$ cat src/rtl/mem_access_unit_if.sv
// Requester and data-memory signal bundle for mem_access_unit.
// slave = the access unit, master = the execute stage plus the memory model.
interface mem_access_unit_if #(
  parameter int ADDR_W = 64
);
  logic              req_valid;
  logic              req_ready;
  logic              req_write;
  logic [1:0]        req_size;
  logic              req_unsigned;
  logic [ADDR_W-1:0] req_addr;
  logic [63:0]       req_wdata;
  logic              resp_valid;
  logic [63:0]       resp_rdata;
  logic              resp_err;
  logic [ADDR_W-1:0] mem_addr;
  logic [63:0]       write_data;
  logic              mem_read;
  logic              mem_write;
  logic [63:0]       read_data;

  modport slave (
    input  req_valid, req_write, req_size, req_unsigned, req_addr, req_wdata, read_data,
    output req_ready, resp_valid, resp_rdata, resp_err, mem_addr, write_data, mem_read, mem_write
  );

  modport master (
    output req_valid, req_write, req_size, req_unsigned, req_addr, req_wdata, read_data,
    input  req_ready, resp_valid, resp_rdata, resp_err, mem_addr, write_data, mem_read, mem_write
  );
endinterface

$ cat src/rtl/mem_access_unit.sv
// Load/store controller for a 64-bit-port byte memory; sub-doubleword stores are read-modify-write.
// Optional MEM_ALIGN_CHECK_EN rejects accesses not aligned to their size, like a range error.
module mem_access_unit #(
  parameter int MEM_BYTES = 64,
  parameter int ADDR_W    = 64
) (
  input  logic               clk,
  input  logic               reset,
  mem_access_unit_if.slave   bus
);

  typedef enum logic [1:0] {IDLE, READ, WRITE, RESP} state_t;

  state_t            r_state;
  logic              r_write;
  logic              r_uns;
  logic [1:0]        r_size;
  logic [63:0]       r_wdata;
  logic              r_req_ready;
  logic              r_resp_valid;
  logic              r_resp_err;
  logic [63:0]       r_resp_rdata;
  logic [ADDR_W-1:0] r_mem_addr;
  logic [63:0]       r_write_data;
  logic              r_mem_read;
  logic              r_mem_write;

  logic              w_reject;
  logic [63:0]       w_ext;
  logic [63:0]       w_merge;

`ifdef MEM_ALIGN_CHECK_EN
  logic w_misalign;
  always_comb begin
    case (bus.req_size)
      2'd0:    w_misalign = 1'b0;
      2'd1:    w_misalign = bus.req_addr[0];
      2'd2:    w_misalign = |bus.req_addr[1:0];
      default: w_misalign = |bus.req_addr[2:0];
    endcase
  end
  assign w_reject = (bus.req_addr > ADDR_W'(MEM_BYTES - 8)) || w_misalign;
`else
  assign w_reject = (bus.req_addr > ADDR_W'(MEM_BYTES - 8));
`endif

  // Load extension and store merge both work on the doubleword present during READ.
  always_comb begin
    w_ext   = bus.read_data;
    w_merge = r_wdata;
    case (r_size)
      2'd0: begin
        w_ext   = r_uns ? {56'd0, bus.read_data[7:0]} : {{56{bus.read_data[7]}}, bus.read_data[7:0]};
        w_merge = {bus.read_data[63:8], r_wdata[7:0]};
      end
      2'd1: begin
        w_ext   = r_uns ? {48'd0, bus.read_data[15:0]} : {{48{bus.read_data[15]}}, bus.read_data[15:0]};
        w_merge = {bus.read_data[63:16], r_wdata[15:0]};
      end
      2'd2: begin
        w_ext   = r_uns ? {32'd0, bus.read_data[31:0]} : {{32{bus.read_data[31]}}, bus.read_data[31:0]};
        w_merge = {bus.read_data[63:32], r_wdata[31:0]};
      end
      default: begin
        w_ext   = bus.read_data;
        w_merge = r_wdata;
      end
    endcase
  end

  always_ff @(posedge clk) begin
    if (reset) begin
      r_state      <= IDLE;
      r_write      <= 1'b0;
      r_uns        <= 1'b0;
      r_size       <= 2'd0;
      r_wdata      <= '0;
      r_req_ready  <= 1'b1;
      r_resp_valid <= 1'b0;
      r_resp_err   <= 1'b0;
      r_resp_rdata <= '0;
      r_mem_addr   <= '0;
      r_write_data <= '0;
      r_mem_read   <= 1'b0;
      r_mem_write  <= 1'b0;
    end else begin
      case (r_state)
        IDLE: begin
          if (bus.req_valid) begin
            r_write     <= bus.req_write;
            r_uns       <= bus.req_unsigned;
            r_size      <= bus.req_size;
            r_wdata     <= bus.req_wdata;
            r_req_ready <= 1'b0;
            if (w_reject) begin
              r_state      <= RESP;
              r_resp_valid <= 1'b1;
              r_resp_err   <= 1'b1;
              r_resp_rdata <= '0;
            end else begin
              r_mem_addr <= bus.req_addr;
              if (bus.req_write && (bus.req_size == 2'd3)) begin
                r_state      <= WRITE;
                r_mem_write  <= 1'b1;
                r_write_data <= bus.req_wdata;
              end else begin
                r_state    <= READ;
                r_mem_read <= 1'b1;
              end
            end
          end
        end
        READ: begin
          r_mem_read <= 1'b0;
          if (r_write) begin
            r_state      <= WRITE;
            r_mem_write  <= 1'b1;
            r_write_data <= w_merge;
          end else begin
            r_state      <= RESP;
            r_resp_valid <= 1'b1;
            r_resp_err   <= 1'b0;
            r_resp_rdata <= w_ext;
          end
        end
        WRITE: begin
          r_mem_write  <= 1'b0;
          r_state      <= RESP;
          r_resp_valid <= 1'b1;
          r_resp_err   <= 1'b0;
          r_resp_rdata <= '0;
        end
        default: begin
          r_state      <= IDLE;
          r_resp_valid <= 1'b0;
          r_resp_err   <= 1'b0;
          r_req_ready  <= 1'b1;
        end
      endcase
    end
  end

  assign bus.req_ready  = r_req_ready;
  assign bus.resp_valid = r_resp_valid;
  assign bus.resp_err   = r_resp_err;
  assign bus.resp_rdata = r_resp_rdata;
  assign bus.mem_addr   = r_mem_addr;
  assign bus.write_data = r_write_data;
  assign bus.mem_read   = r_mem_read;
  assign bus.mem_write  = r_mem_write;

endmodule

$ cat src/flat_wrapper.sv
// flat-port wrapper written by rule: the top's interface ports become plain ports
module mem_access_unit_flat 
#(
  parameter int MEM_BYTES = 64,
  parameter int ADDR_W    = 64
)
  (clk, reset, bus_req_valid, bus_req_write, bus_req_size, bus_req_unsigned, bus_req_addr, bus_req_wdata, bus_read_data, bus_req_ready, bus_resp_valid, bus_resp_rdata, bus_resp_err, bus_mem_addr, bus_write_data, bus_mem_read, bus_mem_write);
  mem_access_unit_if #(.ADDR_W(ADDR_W)) bus_i ();
  input  logic clk;
  input  logic reset;
  input wire logic [$bits(bus_i.req_valid)-1:0] bus_req_valid;
  input wire logic [$bits(bus_i.req_write)-1:0] bus_req_write;
  input wire logic [$bits(bus_i.req_size)-1:0] bus_req_size;
  input wire logic [$bits(bus_i.req_unsigned)-1:0] bus_req_unsigned;
  input wire logic [$bits(bus_i.req_addr)-1:0] bus_req_addr;
  input wire logic [$bits(bus_i.req_wdata)-1:0] bus_req_wdata;
  input wire logic [$bits(bus_i.read_data)-1:0] bus_read_data;
  output wire logic [$bits(bus_i.req_ready)-1:0] bus_req_ready;
  output wire logic [$bits(bus_i.resp_valid)-1:0] bus_resp_valid;
  output wire logic [$bits(bus_i.resp_rdata)-1:0] bus_resp_rdata;
  output wire logic [$bits(bus_i.resp_err)-1:0] bus_resp_err;
  output wire logic [$bits(bus_i.mem_addr)-1:0] bus_mem_addr;
  output wire logic [$bits(bus_i.write_data)-1:0] bus_write_data;
  output wire logic [$bits(bus_i.mem_read)-1:0] bus_mem_read;
  output wire logic [$bits(bus_i.mem_write)-1:0] bus_mem_write;
  assign bus_i.req_valid = bus_req_valid;
  assign bus_i.req_write = bus_req_write;
  assign bus_i.req_size = bus_req_size;
  assign bus_i.req_unsigned = bus_req_unsigned;
  assign bus_i.req_addr = bus_req_addr;
  assign bus_i.req_wdata = bus_req_wdata;
  assign bus_i.read_data = bus_read_data;
  assign bus_req_ready = bus_i.req_ready;
  assign bus_resp_valid = bus_i.resp_valid;
  assign bus_resp_rdata = bus_i.resp_rdata;
  assign bus_resp_err = bus_i.resp_err;
  assign bus_mem_addr = bus_i.mem_addr;
  assign bus_write_data = bus_i.write_data;
  assign bus_mem_read = bus_i.mem_read;
  assign bus_mem_write = bus_i.mem_write;
  mem_access_unit #(.MEM_BYTES(MEM_BYTES), .ADDR_W(ADDR_W)) u_core (.clk(clk), .reset(reset), .bus(bus_i));
endmodule
$ cat config.mk
export PLATFORM = sky130hd
export DESIGN_NAME = mem_access_unit_flat
export DESIGN_NICKNAME = d
export VERILOG_FILES = /design/src/rtl/mem_access_unit_if.sv /design/src/rtl/mem_access_unit.sv /design/src/flat_wrapper.sv
export SDC_FILE = /design/constraint.sdc
export NUM_CORES = 1
export LEC_CHECK = 0
export CORE_ASPECT_RATIO = 0.5
export CORE_MARGIN = 3
export CORE_UTILIZATION = 60
export DETAILED_ROUTE_END_ITERATION = 12
export DONT_BUFFER_PORTS = 1
export GPL_ROUTABILITY_DRIVEN = 1
export HOLD_SLACK_MARGIN = 0.1
export PLACE_DENSITY = 0.84
export SYNTH_ARGS = -nofsm -noshare
export SYNTH_HDL_FRONTEND = slang
export SYNTH_SLANG_ARGS = --single-unit
$ cat constraint.sdc
create_clock -name clk -period 5.75 [get_ports clk]
set_input_delay 0.575 -clock clk [delete_from_list [all_inputs] [get_ports clk]]
set_output_delay 0.575 -clock clk [all_outputs]
set_load 0.01 [all_outputs]
# --- Yosys cells after proc, flatten, opt, wreduce, memory -nomap -nowiden ---
# Cells that the tools add are included.
totals:
  elab_cells: 78
  register_bits: 267
  input_bits: 199
op_classes:
  muxes: 36
  n_reduce_logical: 14
  bitwise_logic: 2
  eq_ne: 12
  order_cmp: 1
op_table:
  columns: ["operator", "n"]
  rows:
  - ["64-bit two-way mux", 10]
  - ["64-bit case mux with 3 select lines", 3]
  - ["64-bit case mux with 2 select lines", 1]
  - ["64-bit by 6-bit greater-than comparator with 1-bit output, second input constant", 1]
  - ["1-bit two-way mux", 13]
  - ["5-bit AND reduction", 2]
  - ["2-bit != test, second input constant", 4]
  - ["4-bit AND reduction", 2]
  - ["2-bit == test, second input constant", 3]
  - ["2-bit two-way mux", 3]
  - ["2-bit by 1-bit != test with 1-bit output, second input constant", 3]
  - ["1-bit case mux with 2 select lines", 3]
  - ["1-bit case mux with 3 select lines", 2]
  - ["2-bit case mux with 3 select lines", 1]
  - ["3-bit AND reduction", 2]
  - ["2-bit by 1-bit == test with 1-bit output, second input constant", 2]
  - ["2-bit zero test", 2]
  - ["2-bit AND reduction", 2]
  - ["3-bit nonzero test", 1]
  - ["1-bit NOT", 2]
  - ["2-bit nonzero test", 1]
  - ["2-bit OR reduction", 1]
  - ["1-bit logical AND", 1]

# --- Longest topological paths before layout ---
# Gate-level depths: netlist (run 1).
logic_depth:
  depth_word: 6
  ltp_mapped: 11
  depth_no_buf: 8

# --- Least setup slack after synthesis (run 1) ---
# No wires, ideal clock.
synth_path:
  path_type: "in2reg"
  start: "input port bus_req_addr[51]"
  end: "register u_core.r_mem_addr[43], in the netlist u_core.bus.mem_addr[43]"
  setup_time_ns: 0.113
  arrival_time_ns: 2.110
  n_path_buf: 3
  required_time_ns: 5.637
  stages: 9
  setup_slack_ns: 3.527
  cell_sequence: "nor4_1 -> nand3_1 -> nor4_4 -> and2_1 -> buf_4 -> a21oi_2 -> buf_6 -> buf_6 -> and2_4"
synth_via:
  elab_chain_len: 3
synth_rtl:
  columns: ["element", "line_no", "rtl"]
  rows:
  - ["from (decl)", "flat_wrapper.sv:15", "input wire logic [$bits(bus_i.req_addr)-1:0] bus_req_addr;"]
  - ["64-bit by 6-bit greater-than comparator with 1-bit output", "mem_access_unit.sv:44", "assign w_reject = (bus.req_addr > ADDR_W'(MEM_BYTES - 8));"]
  - ["1-bit NOT (no line)", null, null]
  - ["3-bit AND reduction (no line)", null, null]
  - ["to (signal assigned)", "mem_access_unit.sv:101", "r_mem_addr <= bus.req_addr;"]
  - ["to (decl)", "mem_access_unit.sv:23", "logic [ADDR_W-1:0] r_mem_addr;"]
# Every way passes these cells.
# A chain may end at the register's enable or synchronous reset.

# --- Worst setup path in the final report (run 1) ---
layout_path:
  start: "register u_core.r_state[1]"
  end: "register u_core.r_resp_rdata[33], in the netlist u_core.bus.resp_rdata[33]"
layout_via:
  elab_chain_len: 3
  word_cells_on_any_way: 9
layout_rtl:
  columns: ["element", "line_no", "rtl"]
  rows:
  - ["from (decl)", "mem_access_unit.sv:14", "state_t r_state;"]
  - ["from (signal assigned)", "mem_access_unit.sv:73", "r_state <= IDLE;"]
  - ["from (signal assigned)", "mem_access_unit.sv:96", "r_state <= RESP;"]
  - ["from (signal assigned)", "mem_access_unit.sv:103", "r_state <= WRITE;"]
  - ["2-bit by 1-bit == test with 1-bit output (tied with other cells)", "mem_access_unit.sv:87", "case (r_state)"]
  - ["2-bit != test (no line) (tied with other cells)", null, null]
  - ["4-bit AND reduction (no line)", null, null]
  - ["to (signal assigned)", "mem_access_unit.sv:123", "r_resp_rdata <= w_ext;"]
  - ["to (decl)", "mem_access_unit.sv:22", "logic [63:0] r_resp_rdata;"]
# Parallel ways exist; a longest one is shown, timed or not.

==> impl_results.html, run 1 <==
<table>
<tr><th>Metric</th><th>Value</th></tr>
<tr><th colspan="2">Floorplan</th></tr>
<tr><td>Die area</td><td>0.0206 sq mm</td></tr>
<tr><td>Starting density of the core</td><td>0.631</td></tr>
<tr><td>Horizontal die dimension</td><td>200 um</td></tr>
<tr><td>Core Rows</td><td>34</td></tr>
<tr><td>Number of I/O pins</td><td>396</td></tr>
<tr><td>Core footprint</td><td>0.0179 sq mm</td></tr>
<tr><td>Vertical die dimension</td><td>about 100 um</td></tr>
<tr><th colspan="2">Clock tree</th></tr>
<tr><td>CTS Hold Buffers Added</td><td>0</td></tr>
<tr><td>CTS resizes</td><td>0</td></tr>
<tr><td>CTS Root Buffer Type</td><td>sky130_fd_sc_hd__clkbuf_16</td></tr>
<tr><td>Number of buffers inserted during clock tree synthesis</td><td>23</td></tr>
<tr><td>Clock slew at the register clock pins of the worst setup and hold paths</td><td>about 0.070 ns</td></tr>
<tr><td>Clock Tree Buf Depth</td><td>3</td></tr>
<tr><td>Insertion delay of the later-clocked pin in the worst-skew pair</td><td>0.52 ns</td></tr>
<tr><td>Clock tree from TritonCTS</td><td>built</td></tr>
<tr><td>H-tree depth reported by CTS</td><td>1</td></tr>
<tr><td>Total number of clock tree sinks</td><td>267</td></tr>
<tr><td>Post-CTS setup-driven buffer insertion count</td><td>0</td></tr>
<tr><th colspan="2">Critical path</th></tr>
<tr><td>Largest fanout on the critical path</td><td>63</td></tr>
<tr><td>CP required</td><td>6.16 ns</td></tr>
<tr><td>CP Capture Type</td><td>register</td></tr>
<tr><td>Kind of critical path</td><td>register to register</td></tr>
<tr><td>Startpoint kind of the worst setup timing path</td><td>register</td></tr>
<tr><td>WP data arrival</td><td>4.01 ns</td></tr>
<tr><th colspan="2">Synth</th></tr>
<tr><td>Number of enable flip-flop cells after synthesis</td><td>0</td></tr>
<tr><td>Nets in the synthesized netlist</td><td>between 1500 and 2000</td></tr>
<tr><td>Mapped Avg Cell Area</td><td>8.34 sq um</td></tr>
<tr><td>Sequential cell area fraction in the yosys report</td><td>0.473</td></tr>
<tr><td>Cells after synthesis</td><td>1354</td></tr>
<tr><td>Synth warnings</td><td>0</td></tr>
<tr><td>Count of cell types in the netlist</td><td>43</td></tr>
<tr><td>Post-synthesis async set-or-reset flop share</td><td>0</td></tr>
<tr><td>Synthesis-stage register bit count</td><td>between 200 and 300</td></tr>
<tr><td>Cell area after technology mapping</td><td>0.0113 sq mm</td></tr>
<tr><td>Most instantiated flip-flop cell in the synthesis netlist</td><td>sky130_fd_sc_hd__dfxtp_1</td></tr>
<tr><th colspan="2">STA</th></tr>
<tr><td>Final period utilization</td><td>0.625</td></tr>
<tr><td>Achievable frequency</td><td>278 MHz</td></tr>
<tr><td>Max-slew violation count</td><td>0</td></tr>
<tr><td>Count of final hold-check violations</td><td>0</td></tr>
<tr><td>Final setup violation count</td><td>0</td></tr>
<tr><td>Unrepaired setup endpoints after global routing</td><td>false</td></tr>
<tr><td>Relative slew slack</td><td>0.208</td></tr>
<tr><td>Actual slew at the worst max-slew pin</td><td>1.19 ns</td></tr>
<tr><td>Total negative setup slack</td><td>0 ns</td></tr>
<tr><td>Shortest period the worst path allows</td><td>3.60 ns</td></tr>
<tr><td>Worst Skew</td><td>roughly 0.015 ns</td></tr>
<tr><th colspan="2">Route</th></tr>
<tr><td>Overall routed net length</td><td>between 30000 and 40000 um</td></tr>
<tr><td>Avg Vias per Cell</td><td>6.27</td></tr>
<tr><td>Number of remaining DRC errors</td><td>0</td></tr>
<tr><td>Routed len/inst</td><td>between 20 and 25 um</td></tr>
<tr><td>Antenna-violating nets left</td><td>0</td></tr>
<tr><td>Detailed Routing Iterations Pass 1</td><td>5</td></tr>
<tr><td>Via total after detailed routing</td><td>9546</td></tr>
<tr><td>Detailed Route Iter0 Violations</td><td>between 700 and 800</td></tr>
<tr><th colspan="2">Global route</th></tr>
<tr><td>Vias in the first global route</td><td>around 8500</td></tr>
<tr><td>Global-route wire length before repair</td><td>~47000 um</td></tr>
<tr><td>Maximum number of pins on one net before global-route repair</td><td>270</td></tr>
<tr><td>Number of antenna violations at the first check in global routing</td><td>0</td></tr>
<tr><td>Overall fraction of global-route tracks in use</td><td>0.287</td></tr>
<tr><td>Total gr overflow</td><td>0</td></tr>
<tr><th colspan="2">Outcome</th></tr>
<tr><td>Result of the run</td><td>finished clean</td></tr>
<tr><th colspan="2">Power and ir drop</th></tr>
<tr><td>Power per Cell Area</td><td>424 mW/mm^2</td></tr>
<tr><td>Worst supply voltage drop on vdd</td><td>between 0.2 and 0.25 mV</td></tr>
<tr><td>Final Total Pwr</td><td>a little over 5 mW</td></tr>
<tr><td>Static Leak</td><td>4.18 nW</td></tr>
<tr><th colspan="2">Hold path</th></tr>
<tr><td>Tightest Hold Check Type</td><td>primary input to register</td></tr>
<tr><th colspan="2">Layout</th></tr>
<tr><td>Final net count</td><td>1459</td></tr>
<tr><td>Multi-input combinational cell area</td><td>0.00538 sq mm</td></tr>
<tr><td>Most frequent cells in the layout</td><td>sky130_fd_sc_hd__dfxtp_1 (265), sky130_fd_sc_hd__nand2_1 (198), sky130_fd_sc_hd__o21ai_0 (125)</td></tr>
<tr><td>Most frequent standard cell in the layout excluding fill and tap cells</td><td>sky130_fd_sc_hd__dfxtp_1</td></tr>
<tr><td>Number of diodes added for antenna fixing</td><td>0</td></tr>
<tr><td>Area Growth Syn to Fin</td><td>5.93%</td></tr>
<tr><td>Fraction of final layout cells with drive strength greater than 1</td><td>0.0692</td></tr>
<tr><td>Register area</td><td>0.00535 sq mm</td></tr>
<tr><td>Total of fill cells in the finished design</td><td>around 1400</td></tr>
<tr><th colspan="2">Place</th></tr>
<tr><td>IO Port Bufs</td><td>0</td></tr>
<tr><td>DPL Wire Length</td><td>21000 um</td></tr>
<tr><td>RePlAce Congestion</td><td>between 0.8 and 0.9</td></tr>
<tr><th colspan="2">Flow run</th></tr>
<tr><td>Number of violations of the max-capacitance limit</td><td>0</td></tr>
</table>
[path summary, 6_finish.rpt]
| check | endpoint | startpoint | slack (ns) | depth (start not counted) |
|---|---|---|---|---|
| worst max-delay path | u_core.bus.resp_rdata[33] | u_core.r_state[1] | 2.15 | 6 |
| worst min-delay path | u_core.r_wdata[29] | reset | 0.17 | 1 |
| worst max register to register | u_core.bus.resp_rdata[33] | u_core.r_state[1] | 2.15 | 6 |
| worst min register to register | u_core.r_wdata[6] | u_core.r_wdata[6] | 0.45 | 2 |
[worst max-delay path, stage by stage (launching register included)]
cell                       delay [ns]
sky130_fd_sc_hd__dfxtp_1         0.34
sky130_fd_sc_hd__inv_1           0.14
sky130_fd_sc_hd__ha_4            0.59
sky130_fd_sc_hd__nand2b_1        0.71
sky130_fd_sc_hd__nor2_2          1.13
sky130_fd_sc_hd__o21ai_0         0.28
sky130_fd_sc_hd__o21ai_0         0.29
[cell usage after synthesis (4+ instances only)]
cell                         n  area share
sky130_fd_sc_hd__nor4_1     15      0.0083
sky130_fd_sc_hd__nor2_1     70       0.023
sky130_fd_sc_hd__nand2_1   200       0.066
sky130_fd_sc_hd__a311oi_1   40       0.031
sky130_fd_sc_hd__a211oi_1   21       0.014
sky130_fd_sc_hd__buf_1       7      0.0023
sky130_fd_sc_hd__buf_2      18      0.0080
sky130_fd_sc_hd__inv_1       6      0.0020
sky130_fd_sc_hd__o21ai_0   125       0.055
sky130_fd_sc_hd__buf_6       4      0.0040
sky130_fd_sc_hd__mux2i_1    31       0.027
sky130_fd_sc_hd__nor3_1     10      0.0044
sky130_fd_sc_hd__nand3b_1   57       0.038
sky130_fd_sc_hd__dfxtp_1   267        0.47
sky130_fd_sc_hd__nand3_1    45       0.020
sky130_fd_sc_hd__ha_1        4      0.0044
sky130_fd_sc_hd__o31ai_1    24       0.016
sky130_fd_sc_hd__nand2b_1   58       0.032
sky130_fd_sc_hd__and2_4     20       0.016
sky130_fd_sc_hd__buf_4      12      0.0080
sky130_fd_sc_hd__and2_1     40       0.022
sky130_fd_sc_hd__o21ai_1    56       0.025
sky130_fd_sc_hd__a211oi_2    4      0.0044
sky130_fd_sc_hd__clkbuf_1   90       0.030
sky130_fd_sc_hd__a21oi_1   106       0.047
[metal layers]
layer / part of all wire / global-route usage
met5: 0 / 0
met2: 0.46 / 0.459
met3: 0.11 / 0.0957
met4: 0.033 / 0.0969
met1: 0.39 / 0.369
[power by group]
group | switching (mW) | internal (mW)
registers | 0.213 | 2.05
clock network | 0.702 | 0.982
logic | 0.790 | 0.335
total | 1.71 | 3.37
[layout make-up]
cell class / count / share of cell area
Sequential cell: 267 / 0.447
Tap cell: 252 / 0.0264
Inverter: 6 / 0.00188
Multi-Input combinational cell: 950 / 0.450
Clock inverter: 10 / 0.0137
Clock buffer: 30 / 0.0545
Timing Repair Buffer: 8 / 0.00669
[through the flow]
step | setup slack (ns) | instances | util | hold slack [ns] | area, sq um
global route | 1.80 | 1523 | 0.668 | 0.106 | 12000
detailed placement | 2.37 | 1482 | 0.621 | 0.441 | 11100
global placement | 2.59 | 1482 | 0.621 | 0.436 | 11100
CTS | 2.20 | 1522 | 0.666 | 0.120 | 11900
floorplan | 3.53 | 1354 | - | 0.436 | 11300
finish | 2.15 | 1523 | 0.668 | 0.165 | 12000
[kinds of logic after synthesis]
kind of cell | synth area share
AOI/OAI and AO/OA | 0.200
adders and majority gates | 0.00443
DFF | 0.473
and+or+nand+nor | 0.240
buffers and inverters | 0.0542
muxes | 0.0275
[registers in the layout (all words and copies together) (netlist names)]
| name | count |
|---|---|
| u_core.bus.mem_addr | 64 |
| u_core.bus.resp_rdata | 64 |
| u_core.bus.write_data | 64 |
| u_core.r_wdata | 64 |
| u_core.r_size | 2 |
| u_core.r_state | 2 |
| u_core.bus.mem_read | 1 |
| u_core.bus.mem_write | 1 |
| u_core.bus.req_ready | 1 |
| u_core.bus.resp_err | 1 |
| u_core.bus.resp_valid | 1 |
| u_core.r_uns | 1 |
| u_core.r_write | 1 |
(Power assumes the default switching activity.)
==> run 2: changes to the inputs <==
clock period = 3.6 ns   (was 5.75 ns; I/O delays follow)
==> impl_results.html, run 2 (synthesis gave the netlist of run 1 again) <==
<table>
<tr><th>Metric</th><th>Value</th></tr>
<tr><th colspan="2">Floorplan</th></tr>
<tr><td>Number of I/O pins</td><td>about 400</td></tr>
<tr><td>Core Rows</td><td>34</td></tr>
<tr><td>Horizontal die dimension</td><td>200 um</td></tr>
<tr><td>Core footprint</td><td>0.0179 sq mm</td></tr>
<tr><td>Vertical die dimension</td><td>between 100 and 150 um</td></tr>
<tr><td>Starting density of the core</td><td>0.631</td></tr>
<tr><td>Die area</td><td>0.0206 sq mm</td></tr>
<tr><th colspan="2">Global route</th></tr>
<tr><td>Number of antenna violations at the first check in global routing</td><td>0</td></tr>
<tr><td>Total gr overflow</td><td>0</td></tr>
<tr><td>Global-route wire length before repair</td><td>55300 um</td></tr>
<tr><td>Overall fraction of global-route tracks in use</td><td>0.338</td></tr>
<tr><td>Maximum number of pins on one net before global-route repair</td><td>230</td></tr>
<tr><td>Vias in the first global route</td><td>10100</td></tr>
<tr><th colspan="2">Clock tree</th></tr>
<tr><td>H-tree depth reported by CTS</td><td>1</td></tr>
<tr><td>Insertion delay of the later-clocked pin in the worst-skew pair</td><td>0.53 ns</td></tr>
<tr><td>Clock tree from TritonCTS</td><td>built</td></tr>
<tr><td>Total number of clock tree sinks</td><td>around 270</td></tr>
<tr><td>CTS Root Buffer Type</td><td>sky130_fd_sc_hd__clkbuf_16</td></tr>
<tr><td>Post-CTS setup-driven buffer insertion count</td><td>0</td></tr>
<tr><td>Number of buffers inserted during clock tree synthesis</td><td>24</td></tr>
<tr><td>CTS resizes</td><td>0</td></tr>
<tr><td>Clock slew at the register clock pins of the worst setup and hold paths</td><td>0.07 ns</td></tr>
<tr><td>Clock Tree Buf Depth</td><td>3</td></tr>
<tr><th colspan="2">STA</th></tr>
<tr><td>Unrepaired setup endpoints after global routing</td><td>false</td></tr>
<tr><td>Hold slack</td><td>0.112 ns</td></tr>
<tr><td>Actual slew at the worst max-slew pin</td><td>1.24 ns</td></tr>
<tr><td>Setup slack of the critical path after layout</td><td>between 0.4 and 0.5 ns</td></tr>
<tr><td>Worst Skew</td><td>0.0163 ns</td></tr>
<tr><td>Final setup violation count</td><td>0</td></tr>
<tr><td>Total negative setup slack</td><td>0 ns</td></tr>
<tr><td>Max-slew violation count</td><td>0</td></tr>
<tr><td>Relative slew slack</td><td>0.175</td></tr>
<tr><td>Achievable frequency</td><td>315 MHz</td></tr>
<tr><td>Final period utilization</td><td>0.882</td></tr>
<tr><td>Count of final hold-check violations</td><td>0</td></tr>
<tr><td>Shortest period the worst path allows</td><td>3.18 ns</td></tr>
<tr><th colspan="2">Route</th></tr>
<tr><td>Via total after detailed routing</td><td>10700</td></tr>
<tr><td>Detailed Routing Iterations Pass 1</td><td>5</td></tr>
<tr><td>Met3 wirelength from detailed routing</td><td>4490 um</td></tr>
<tr><td>Met1 wire length</td><td>about 14000 um</td></tr>
<tr><td>Number of remaining DRC errors</td><td>0</td></tr>
<tr><td>Detailed Route Iter0 Violations</td><td>1055</td></tr>
<tr><td>Antenna-violating nets left</td><td>0</td></tr>
<tr><td>Highest metal layer with signal wires</td><td>met4</td></tr>
<tr><td>Detailed route wirelength on metal2</td><td>17400 um</td></tr>
<tr><td>Overall routed net length</td><td>37500 um</td></tr>
<tr><td>Avg Vias per Cell</td><td>between 6 and 7</td></tr>
<tr><td>Routed len/inst</td><td>22.4 um</td></tr>
<tr><th colspan="2">Critical path</th></tr>
<tr><td>Largest fanout on the critical path</td><td>28</td></tr>
<tr><td>Worst-case register-to-register setup slack</td><td>0.42 ns</td></tr>
<tr><td>CP Capture Type</td><td>register</td></tr>
<tr><td>Worst Reg2Reg Path Length in Cells</td><td>8</td></tr>
<tr><td>Startpoint kind of the worst setup timing path</td><td>register</td></tr>
<tr><td>CP required</td><td>a little over 4 ns</td></tr>
<tr><td>Worst R2R End</td><td>u_core.r_wdata[44]</td></tr>
<tr><td>WP data arrival</td><td>about 3.6 ns</td></tr>
<tr><td>Kind of critical path</td><td>register to register</td></tr>
<tr><td>Launch instance of the worst register-to-register path</td><td>u_core.r_state[1]</td></tr>
<tr><th colspan="2">Hold path</th></tr>
<tr><td>Tightest Hold Check Type</td><td>primary input to register</td></tr>
<tr><td>Number of instances on the worst hold path</td><td>4</td></tr>
<tr><td>Worst Hold Launch</td><td>bus_read_data[13]</td></tr>
<tr><td>Worst min-delay path endpoint</td><td>u_core.bus.write_data[13]</td></tr>
<tr><th colspan="2">Layout</th></tr>
<tr><td>Most frequent standard cell in the layout excluding fill and tap cells</td><td>sky130_fd_sc_hd__dfxtp_1</td></tr>
<tr><td>Fraction of final layout cells with drive strength greater than 1</td><td>0.0718</td></tr>
<tr><td>Final net count</td><td>~1600</td></tr>
<tr><td>Multi-input combinational cell area</td><td>0.00538 sq mm</td></tr>
<tr><td>Most frequent cells in the layout</td><td>sky130_fd_sc_hd__dfxtp_1 (265), sky130_fd_sc_hd__nand2_1 (198), sky130_fd_sc_hd__dlygate4sd3_1 (137)</td></tr>
<tr><td>Total of fill cells in the finished design</td><td>1211</td></tr>
<tr><td>Final core area utilization</td><td>0.752</td></tr>
<tr><td>Final non-filler cell total</td><td>1674</td></tr>
<tr><td>Register area</td><td>around 0.0053 sq mm</td></tr>
<tr><td>Area Growth Syn to Fin</td><td>19.2%</td></tr>
<tr><td>Post-route cell area</td><td>0.0135 sq mm</td></tr>
<tr><th colspan="2">Power and ir drop</th></tr>
<tr><td>Power per Cell Area</td><td>632 mW/mm^2</td></tr>
<tr><td>Final Total Pwr</td><td>between 8 and 9 mW</td></tr>
<tr><td>Worst supply voltage drop on vdd</td><td>0.540 mV</td></tr>
<tr><td>Static Leak</td><td>4.92 nW</td></tr>
<tr><th colspan="2">Place</th></tr>
<tr><td>RePlAce Congestion</td><td>0.835</td></tr>
<tr><td>Setup WS pre-CTS</td><td>0.903 ns</td></tr>
<tr><td>Post-place instance area</td><td>0.0112 sq mm</td></tr>
<tr><td>Post-Place Cells</td><td>1492</td></tr>
<tr><td>DPL Wire Length</td><td>22000 um</td></tr>
<tr><td>IO Port Bufs</td><td>0</td></tr>
<tr><th colspan="2">Flow run</th></tr>
<tr><td>Number of violations of the max-capacitance limit</td><td>0</td></tr>
<tr><th colspan="2">Outcome</th></tr>
<tr><td>Result of the run</td><td>finished clean</td></tr>
</table>
## run 2: changes by cell type in the layout (fill, tap and decap cells not counted), moves of 2 or more
cell and delta:
sky130_fd_sc_hd__clkinv_2 +5, sky130_fd_sc_hd__clkbuf_16 +2, sky130_fd_sc_hd__clkinvlp_4 -3, sky130_fd_sc_hd__dlygate4sd3_1 +137, sky130_fd_sc_hd__buf_4 +8, sky130_fd_sc_hd__buf_12 +2
## run 2: metal layers
metal  GRT usage  vias to the layer above
met5           0                        -
li1            -                     4795
met1       0.409                     4974
met4       0.155                        0
met2       0.556                      791
met3       0.109                      161
## run 2: final cells by class
type,instances,share of cell area
diodes,1,0.000186
clock buffers,30,0.0508
clock inverters,13,0.0120
inverters,6,0.00167
multi-input cells,950,0.400
flip-flops and latches,267,0.397
well taps,252,0.0234
repair buffers,155,0.115
## run 2: critical path, cell delays in order, from the launching register on
cell                            delay, ns
sky130_fd_sc_hd__dfxtp_1             0.33
sky130_fd_sc_hd__inv_1               0.13
sky130_fd_sc_hd__ha_1                0.42
sky130_fd_sc_hd__and2_2              0.63
sky130_fd_sc_hd__buf_4               0.37
sky130_fd_sc_hd__buf_4               0.38
sky130_fd_sc_hd__nand2_1             0.09
sky130_fd_sc_hd__a21oi_1             0.15
sky130_fd_sc_hd__dlygate4sd3_1       0.58
## run 2: worst max-delay path by stage
stage                            startpoint                         to  slack [ns]  depth (start not counted)
after detailed placement  u_core.r_state[1]  u_core.bus.resp_rdata[49]        0.90                          7
after floorplan            bus_req_addr[51]    u_core.bus.mem_addr[43]        1.59                          9
final                     u_core.r_state[1]         u_core.r_wdata[44]        0.42                          8
after global routing      u_core.r_state[1]         u_core.r_wdata[44]        0.27                          8
after global placement    u_core.r_state[1]     u_core.bus.mem_addr[5]        1.04                          7
after CTS                 u_core.r_state[1]         u_core.r_wdata[37]        0.53                          8
## run 2: what timing repair did
item                                   in CTS  in global routing
hold buffers                              138                  0
endpoints found under the hold margin     208                  0
setup endpoints to repair                   0                  0
## run 2: power breakdown
group | switching [mW] | total, mW | internal [mW] | leakage (nW)
clock network | 1.17 | 2.75 | 1.58 | 0.420
registers | 0.358 | 3.64 | 3.28 | 2.17
logic | 1.39 | 2.13 | 0.732 | 2.33
